===== config.mk =====
export PLATFORM = sky130hd
export DESIGN_NAME = median_sort_scheduler_flat
export DESIGN_NICKNAME = d
export VERILOG_FILES = /design/src/rtl/median_sort_scheduler_if.sv /design/src/rtl/median_sort_scheduler.sv /design/src/flat_wrapper.sv
export SDC_FILE = /design/constraint.sdc
export NUM_CORES = 1
export LEC_CHECK = 0
export BUFFER_PORTS_ARGS = -buffer_cell sky130_fd_sc_hd__buf_2
export CAP_MARGIN = 25
export CORE_UTILIZATION = 48
export CTS_CLUSTER_SIZE = 14
export DETAILED_ROUTE_END_ITERATION = 12
export GPL_TIMING_DRIVEN = 0
export PLACE_DENSITY = 0.86
export SLEW_MARGIN = 0
export SYNTH_ARGS = -nofsm -noshare
export SYNTH_HDL_FRONTEND = slang
export SYNTH_SLANG_ARGS = --single-unit

===== constraint.sdc =====
create_clock -name CLK -period 6.55 [get_ports CLK]
set_input_delay 0.3275 -clock CLK [delete_from_list [all_inputs] [get_ports CLK]]
set_output_delay 0.3275 -clock CLK [all_outputs]
set_load 0.01 [all_outputs]

===== src/rtl/median_sort_scheduler_if.sv =====
// Requester, sort-unit and result channels of the median sort scheduler.
// The slave modport is the scheduler side; master is the environment side.
interface median_sort_scheduler_if #(
  parameter int unsigned BIT_WIDTH = 8
);
  localparam int unsigned WIN_W = 9 * BIT_WIDTH;

  logic                 req0_valid_i;
  logic                 req1_valid_i;
  logic [WIN_W-1:0]     req0_win_i;
  logic [WIN_W-1:0]     req1_win_i;
  logic                 req0_ready_o;
  logic                 req1_ready_o;
  logic                 sort_start_o;
  logic [WIN_W-1:0]     sort_win_o;
  logic                 sort_valid_i;
  logic [BIT_WIDTH-1:0] sort_median_i;
  logic                 res_valid_o;
  logic                 res_ready_i;
  logic [BIT_WIDTH-1:0] res_data_o;
  logic                 res_src_o;
  logic                 err_timeout_o;

  modport slave (
    input  req0_valid_i, req1_valid_i, req0_win_i, req1_win_i,
    input  sort_valid_i, sort_median_i, res_ready_i,
    output req0_ready_o, req1_ready_o, sort_start_o, sort_win_o,
    output res_valid_o, res_data_o, res_src_o, err_timeout_o
  );

  modport master (
    output req0_valid_i, req1_valid_i, req0_win_i, req1_win_i,
    output sort_valid_i, sort_median_i, res_ready_i,
    input  req0_ready_o, req1_ready_o, sort_start_o, sort_win_o,
    input  res_valid_o, res_data_o, res_src_o, err_timeout_o
  );
endinterface


===== src/rtl/median_sort_scheduler.sv =====
// Round-robin scheduler feeding 3x3 windows from two requesters into a shared
// 9-input sort unit, with sorter timeout and a registered median result port.
module median_sort_scheduler #(
  parameter int unsigned BIT_WIDTH = 8,
  parameter int unsigned TIMEOUT   = 64
) (
  input logic                    CLK,
  input logic                    RST,
  median_sort_scheduler_if.slave bus
);
  localparam int unsigned WIN_W = 9 * BIT_WIDTH;
  localparam int unsigned CNT_W = 7;
  localparam logic [CNT_W-1:0] CNT_LAST = CNT_W'(TIMEOUT - 1);

  typedef enum logic [1:0] {IDLE, LAUNCH, DRAIN, OUTPUT} state_t;

  state_t               state;
  logic [CNT_W-1:0]     wait_cnt;
  logic                 drop;
  logic                 last_grant;
  logic                 src;
  logic                 start;
  logic                 res_valid;
  logic                 err;
  logic [WIN_W-1:0]     win;
  logic [BIT_WIDTH-1:0] res_data;
  logic                 grant0;
  logic                 grant1;

  // Round-robin: on contention the requester that was not granted last wins.
  always_comb begin
    grant0 = bus.req0_valid_i && (!bus.req1_valid_i || last_grant);
    grant1 = bus.req1_valid_i && (!bus.req0_valid_i || !last_grant);
  end

  // Ready is combinational so an accept can happen on the first edge after reset.
  assign bus.req0_ready_o = (state == IDLE) && !RST && grant0;
  assign bus.req1_ready_o = (state == IDLE) && !RST && grant1;

  assign bus.sort_start_o  = start;
  assign bus.sort_win_o    = win;
  assign bus.res_valid_o   = res_valid;
  assign bus.res_data_o    = res_data;
  assign bus.res_src_o     = src;
  assign bus.err_timeout_o = err;

  always_ff @(posedge CLK or posedge RST) begin
    if (RST) begin
      state      <= IDLE;
      wait_cnt   <= '0;
      drop       <= 1'b0;
      last_grant <= 1'b1;
      src        <= 1'b0;
      start      <= 1'b0;
      res_valid  <= 1'b0;
      err        <= 1'b0;
      win        <= '0;
      res_data   <= '0;
    end else begin
      err <= 1'b0;
      case (state)
        IDLE: begin
          // Stale sorter valid is deliberately not looked at here.
          if (grant0 || grant1) begin
            win        <= grant1 ? bus.req1_win_i : bus.req0_win_i;
            src        <= grant1;
            last_grant <= grant1;
            wait_cnt   <= '0;
            drop       <= 1'b0;
            start      <= 1'b1;
            state      <= LAUNCH;
          end
        end
        LAUNCH: begin
          if (bus.sort_valid_i) begin
            res_data <= bus.sort_median_i;
            start    <= 1'b0;
            state    <= DRAIN;
          end else if (wait_cnt == CNT_LAST) begin
            err   <= 1'b1;
            drop  <= 1'b1;
            start <= 1'b0;
            state <= DRAIN;
          end else begin
            wait_cnt <= wait_cnt + CNT_W'(1);
          end
        end
        DRAIN: begin
          // Wait for the sorter to release its done flag before reusing it.
          if (!bus.sort_valid_i) begin
            res_valid <= !drop;
            state     <= drop ? IDLE : OUTPUT;
          end
        end
        OUTPUT: begin
          if (bus.res_ready_i) begin
            res_valid <= 1'b0;
            state     <= IDLE;
          end
        end
        default: state <= IDLE;
      endcase
    end
  end
endmodule


===== src/flat_wrapper.sv =====
// flat-port wrapper written by rule: the top's interface ports become plain ports
module median_sort_scheduler_flat 
#(
  parameter int unsigned BIT_WIDTH = 8,
  parameter int unsigned TIMEOUT   = 64
)
  (CLK, RST, bus_req0_valid_i, bus_req1_valid_i, bus_req0_win_i, bus_req1_win_i, bus_sort_valid_i, bus_sort_median_i, bus_res_ready_i, bus_req0_ready_o, bus_req1_ready_o, bus_sort_start_o, bus_sort_win_o, bus_res_valid_o, bus_res_data_o, bus_res_src_o, bus_err_timeout_o);
  median_sort_scheduler_if #(.BIT_WIDTH(BIT_WIDTH)) bus_i ();
  input logic CLK;
  input logic RST;
  input wire logic [$bits(bus_i.req0_valid_i)-1:0] bus_req0_valid_i;
  input wire logic [$bits(bus_i.req1_valid_i)-1:0] bus_req1_valid_i;
  input wire logic [$bits(bus_i.req0_win_i)-1:0] bus_req0_win_i;
  input wire logic [$bits(bus_i.req1_win_i)-1:0] bus_req1_win_i;
  input wire logic [$bits(bus_i.sort_valid_i)-1:0] bus_sort_valid_i;
  input wire logic [$bits(bus_i.sort_median_i)-1:0] bus_sort_median_i;
  input wire logic [$bits(bus_i.res_ready_i)-1:0] bus_res_ready_i;
  output wire logic [$bits(bus_i.req0_ready_o)-1:0] bus_req0_ready_o;
  output wire logic [$bits(bus_i.req1_ready_o)-1:0] bus_req1_ready_o;
  output wire logic [$bits(bus_i.sort_start_o)-1:0] bus_sort_start_o;
  output wire logic [$bits(bus_i.sort_win_o)-1:0] bus_sort_win_o;
  output wire logic [$bits(bus_i.res_valid_o)-1:0] bus_res_valid_o;
  output wire logic [$bits(bus_i.res_data_o)-1:0] bus_res_data_o;
  output wire logic [$bits(bus_i.res_src_o)-1:0] bus_res_src_o;
  output wire logic [$bits(bus_i.err_timeout_o)-1:0] bus_err_timeout_o;
  assign bus_i.req0_valid_i = bus_req0_valid_i;
  assign bus_i.req1_valid_i = bus_req1_valid_i;
  assign bus_i.req0_win_i = bus_req0_win_i;
  assign bus_i.req1_win_i = bus_req1_win_i;
  assign bus_i.sort_valid_i = bus_sort_valid_i;
  assign bus_i.sort_median_i = bus_sort_median_i;
  assign bus_i.res_ready_i = bus_res_ready_i;
  assign bus_req0_ready_o = bus_i.req0_ready_o;
  assign bus_req1_ready_o = bus_i.req1_ready_o;
  assign bus_sort_start_o = bus_i.sort_start_o;
  assign bus_sort_win_o = bus_i.sort_win_o;
  assign bus_res_valid_o = bus_i.res_valid_o;
  assign bus_res_data_o = bus_i.res_data_o;
  assign bus_res_src_o = bus_i.res_src_o;
  assign bus_err_timeout_o = bus_i.err_timeout_o;
  median_sort_scheduler #(.BIT_WIDTH(BIT_WIDTH), .TIMEOUT(TIMEOUT)) u_core (.CLK(CLK), .RST(RST), .bus(bus_i));
endmodule

### Word-level counts from Yosys, hierarchy flattened

Index checks and enable logic that the tools add are counted.

| operators by class | value |
|---|---|
| equal/unequal tests | 11 |
| reduce and logical (&&, ||, !) cells | 23 |
| $add $sub $neg | 1 |
| muxes and demuxes | 26 |

Operators with widths:

| operator | number |
|---|---|
| $mux 72 | 1 |
| $mux 7 | 3 |
| $pmux 7 s2 | 1 |
| $mux 2 | 6 |
| $reduce_and 4->1 | 3 |
| $mux 1 | 11 |
| $ne 2x2->1 const B | 5 |
| $pmux 2 s4 | 1 |
| $add 7x1->7 const B | 1 |
| $eq 7x6->1 const B | 1 |
| $pmux 1 s2 | 3 |
| $reduce_and 3->1 | 2 |
| $logic_and 1x1->1 | 5 |
| $logic_not 1->1 | 5 |
| $eq 2x2->1 const B | 2 |
| $reduce_and 2->1 | 2 |
| $reduce_bool 2->1 | 2 |
| $logic_or 1x1->1 | 3 |
| $ne 3x2->1 const B | 1 |
| $eq 2x1->1 const B | 1 |
| $logic_not 2->1 | 1 |
| $ne 2x1->1 const B | 1 |

| word-level totals | value |
|---|---|
| input bits | 158 |
| register bits | 95 |

### Longest topological paths before layout

| logic depth | value |
|---|---|
| depth in word-level cells | 6 |
| depth in mapped cells | 8 |
| mapped depth without buffers | 5 |

### Worst setup path before layout

Ideal clock, no wire load.

| timing path | value |
|---|---|
| kind | input-to-output |
| from | in RST |
| to | out bus_req0_ready_o |
| data required time | 6.222 ns |
| arrival time | 2.796 ns |
| cell stages on the path | 2 |
| slack | 3.426 ns |
| path through | inv_1 > o2111a_1 |

| on the way | value |
|---|---|
| longest elaborated chain between the ends | 3 |

RTL lines:

| element | line | text |
|---|---|---|
| start: declaration | flat_wrapper.sv:10 | `input logic RST;` |
| $logic_not 1->1 | median_sort_scheduler.sv:37 | `assign bus.req0_ready_o = (state == IDLE) && !RST && grant0;` |
| $logic_and 1x1->1 (2 in a row) | median_sort_scheduler.sv:37 |  |
| end: declaration | flat_wrapper.sv:18 | `output wire logic [$bits(bus_i.req0_ready_o)-1:0] bus_req0_ready_o;` |

Every way passes these cells.

### Final worst setup path

| timing path | value |
|---|---|
| from | reg u_core.last_grant |
| to | out bus_req1_ready_o |

| on the way | value |
|---|---|
| longest elaborated chain between the ends | 4 |

RTL lines:

| element | line | text |
|---|---|---|
| start: declaration | median_sort_scheduler.sv:20 | `logic last_grant;` |
| start signal: assignment | median_sort_scheduler.sv:67 | `last_grant <= grant1;` |
| $logic_not 1->1 | median_sort_scheduler.sv:33 | `grant1 = bus.req1_valid_i && (!bus.req0_valid_i \|\| !last_grant);` |
| $logic_or 1x1->1 | median_sort_scheduler.sv:33 |  |
| $logic_and 1x1->1 | median_sort_scheduler.sv:33 |  |
| $logic_and 1x1->1 | median_sort_scheduler.sv:38 | `assign bus.req1_ready_o = (state == IDLE) && !RST && grant1;` |
| end: declaration | flat_wrapper.sv:19 | `output wire logic [$bits(bus_i.req1_ready_o)-1:0] bus_req1_ready_o;` |

Every way passes these cells.

==> impl_metrics.py <==
metrics = {
    "floorplanning": {
        "die_w_um": 97.95,
        "core-area_sq_um": 8806,
        "start_util_pct": 50.18,
        "io_pins": 244,
        "die-height_um": 97.95,
        "row_count": 34,
        "die-area_sq_um": 9594,
    },
    "sta": {
        "fin_ws_ps": 4579,
        "max_freq_ghz": 0.5074,
        "rsz0062_at_grt": "no",
        "tightest_slew_ps": 571.6,
        "hold_violations": 0,
        "relSlewSlack_pct": 61.89,
        "period_minus_slack_ps": 1971,
        "setup_viol": 0,
        "setup_tns_ps": 0,
        "finClkSkew_ps": 14.48,
        "fin_crit_sh_pct": 30.09,
        "finalMaxSlewViolations": 0,
    },
    "worst_setup_path": {
        "crit_arrival_ps": 1640,
        "cp-end-kind": "output port",
        "crit_path_max_fanout": 10,
        "critical_path_class": "reg -> out",
        "crit_top_cell": "buf_6",
        "slowest_stage": "dfstp_2",
        "crit_start": "u_core.last_grant$_DFFE_PP1P_",
        "r2r-start": "u_core.state[0]$_DFFE_PP0P_",
        "crit_required_ps": 6220,
        "crit_family": "flip-flops",
        "crit_buf_inv": 3,
        "startpoint_type": "register",
        "critPathMaxStageDelay_ps": 570,
        "worstPathCellList": "a21oi_2, buf_6, buf_6, and3_1, buf_2",
    },
    "synthesis": {
        "synth_cells": 408,
        "synthTopCellsByCount": "dfrtp_1 (94), nand2_1 (77), mux2i_1 (73)",
        "synth.top_cell.area_share_pct": 53.23,
        "synth_top_cell_by_area": "dfrtp_1",
        "synth.most_common_cell": "dfrtp_1",
        "syn_area_sq_um": 4419,
        "synth-edff-count": 0,
        "yosysUniqueCellTypes": 39,
        "ys_seq_elements": 95,
        "syn_area_per_cell_sq_um": 10.83,
        "syn_nets": 567,
        "yosysWarningCount": 0,
        "ys_seq_area_share_pct": 53.82,
        "synthTopCellsByArea": "dfrtp_1 (53%), mux2i_1 (17%), o21ai_1 (6.6%)",
        "yosys_most_used_dff": "dfrtp_1",
        "ys_async_sr_fraction_pct": 100.0,
    },
    "clocking": {
        "clk_pin_slew_ps": 100,
        "clkSinkCount": 95,
        "cts_tree": "built",
        "cts_max_level": 3,
        "clkLatencyLatePin_ps": 350,
        "cts_buffer_depth": 2,
        "numCtsBuffers": 9,
        "ctsResizeCount": 0,
        "ctsHoldBuffers": 0,
        "clockRootBuffer": "clkbuf_8",
        "post_cts_buffers": 0,
    },
    "finish": {
        "drive_above_1_share_pct": 44.23,
        "final_cell_count_no_fill": 775,
        "diodes": 0,
        "area.growth.synth_to_final_pct": 35.65,
        "final_nets": 821,
        "fin_area_sq_um": 5995,
    },
    "drt": {
        "viasPerCell": 5.219,
        "wire_per_inst_um": 15.21,
        "drt_iter0_markers": 151,
        "drc": 18,
        "routed_wl_um": 11790,
        "vias": 4045,
        "ant_nets": 0,
        "firstDrtPassIters": 8,
    },
    "power_and_ir_drop": {
        "seq_power_share_pct": 39.7,
        "p_leak_nw": 3.203,
        "p_per_area_nw_per_um2": 420.0,
        "power_frac_comb_pct": 44.6,
        "p_clk_share_pct": 15.7,
        "p_switching_mw": 0.9918,
        "p_int_mw": 1.526,
        "ir_drop_mv": 0.2321,
        "switching_share_pct": 39.39,
        "power.total_mw": 2.518,
    },
    "global_routing": {
        "antenna_found_initial": 0,
        "grt_pass1_wl_um": 19150,
        "grt_start_max_net_pins": 55,
        "grt_pass1_vias": 4171,
        "grt_usage_pct": 25.07,
        "overflow": 0,
    },
    "placed_design": {
        "place_congestion": 0.8320,
        "postPlaceCellArea_sq_um": 5796,
        "post-dp-hpwl_um": 9046,
        "placed_cells": 759,
        "port_buffers": 242,
        "post-place-ws_ps": 4594,
    },
    "run_status": {
        "violations": "DRC",
        "outcome": "complete, but fails checks",
    },
    "run": {
        "drv_cap": 0,
    },
    "min_path": {
        "hold_path.class": "in -> async",
    },
}
## kinds of logic (layout without fill, tap and decap cells)
| kind of cell | after synthesis | count (layout) | synth area share [%] |
|---|---|---|---|
| AND/OR/NAND/NOR | 100 | 100 | 9.994 |
| flip-flops | 95 | 95 | 53.82 |
| buffers and inverters | 31 | 290 | 4.785 |
| AO/OA/AOI/OAI | 100 | 100 | 12.54 |
| multiplexers | 81 | 81 | 18.57 |
| adder cells (fa/ha/maj) | 1 | 1 | 0.2831 |
## state kept, by name, summed over array words and instances (netlist names), 2 cells and up
| signal | flops |
|---|---|
| u_core.bus.res_data_o | 8 |
| u_core.state | 2 |
| u_core.wait_cnt | 7 |
| u_core.bus.sort_win_o | 72 |
## worst register-to-register path, stage by stage (launching register included)
cell	delay [ps]
dfrtp_1	370
buf_4	170
nor2_4	180
o21ai_2	150
buf_6	180
clkbuf_1	230
nand2_1	150
o21ai_1	80
## metrics by stage
stage | utilization [%] | hold WS (ps)
2_1_floorplan | - | 397.5
3_3_place_gp | 65.47 | 457.1
5_1_grt | 68.07 | 70.44
3_5_place_dp | 65.81 | 433.9
4_1_cts | 68.07 | 47.81
6_report | 68.07 | 34.71
## power by group through the flow
| stage | Combinational (mW) | Clock [mW] | Sequential, mW |
|---|---|---|---|
| after floorplan | 0.553 | 0 | 1.12 |
| after global placement | 1.08 | 0 | 0.995 |
| after detailed placement | 1.13 | 0 | 1.01 |
| after CTS | 1.13 | 0.402 | 1.00 |
| after global routing | 1.24 | 0.421 | 1.03 |
| final | 1.12 | 0.395 | 1.00 |
## placed cells by master, fill, tap and decap left out, types with 3 or more instances in the layout
cell type / n
buf_2: 246
dfrtp_1: 94
nand2_1: 77
mux2i_1: 73
o21ai_1: 58
o21ai_0: 20
buf_6: 11
clkbuf_1: 11
clkbuf_8: 10
mux2_2: 8
a21oi_1: 6
nor3_1: 5
a31oi_1: 4
nand3_1: 3
nand2b_1: 3
## per-layer routing
layer	global-route usage, %	part of all wire (%)
met2	45.50	52
met3	4.653	6.3
met4	9.790	1.9
met1	29.24	40
met5	0	0
## final timing paths
path | end | slack [ps] | depth (start not counted)
hold reg to reg | u_core.bus.sort_win_o[8]$_DFFE_PP0P_ | 480 | 2
hold / removal | u_core.bus.sort_win_o[63]$_DFFE_PP0P_ | 30 | 2
setup reg to reg | u_core.bus.sort_win_o[66]$_DFFE_PP0P_ | 4900 | 7
setup / recovery | bus_req1_ready_o | 4580 | 5
max in group asynchronous | u_core.last_grant$_DFFE_PP1P_ | 5810 | 3
min in group CLK | u_core.bus.res_data_o[0]$_DFFE_PP0P_ | 200 | 2
## final cells by class
class                           count  area (sq um)
Buffer                             27         196.4
Inverter                            4         17.52
Fill cell                         699          2811
Clock buffer                       11         141.4
Sequential cell                    95          2379
Clock inverter                      5         57.56
Tap cell                          108         135.1
Timing Repair Buffer              243          1239
Multi-Input combinational cell    282          1829
Note: power is estimated with default switching activity, not from simulation.
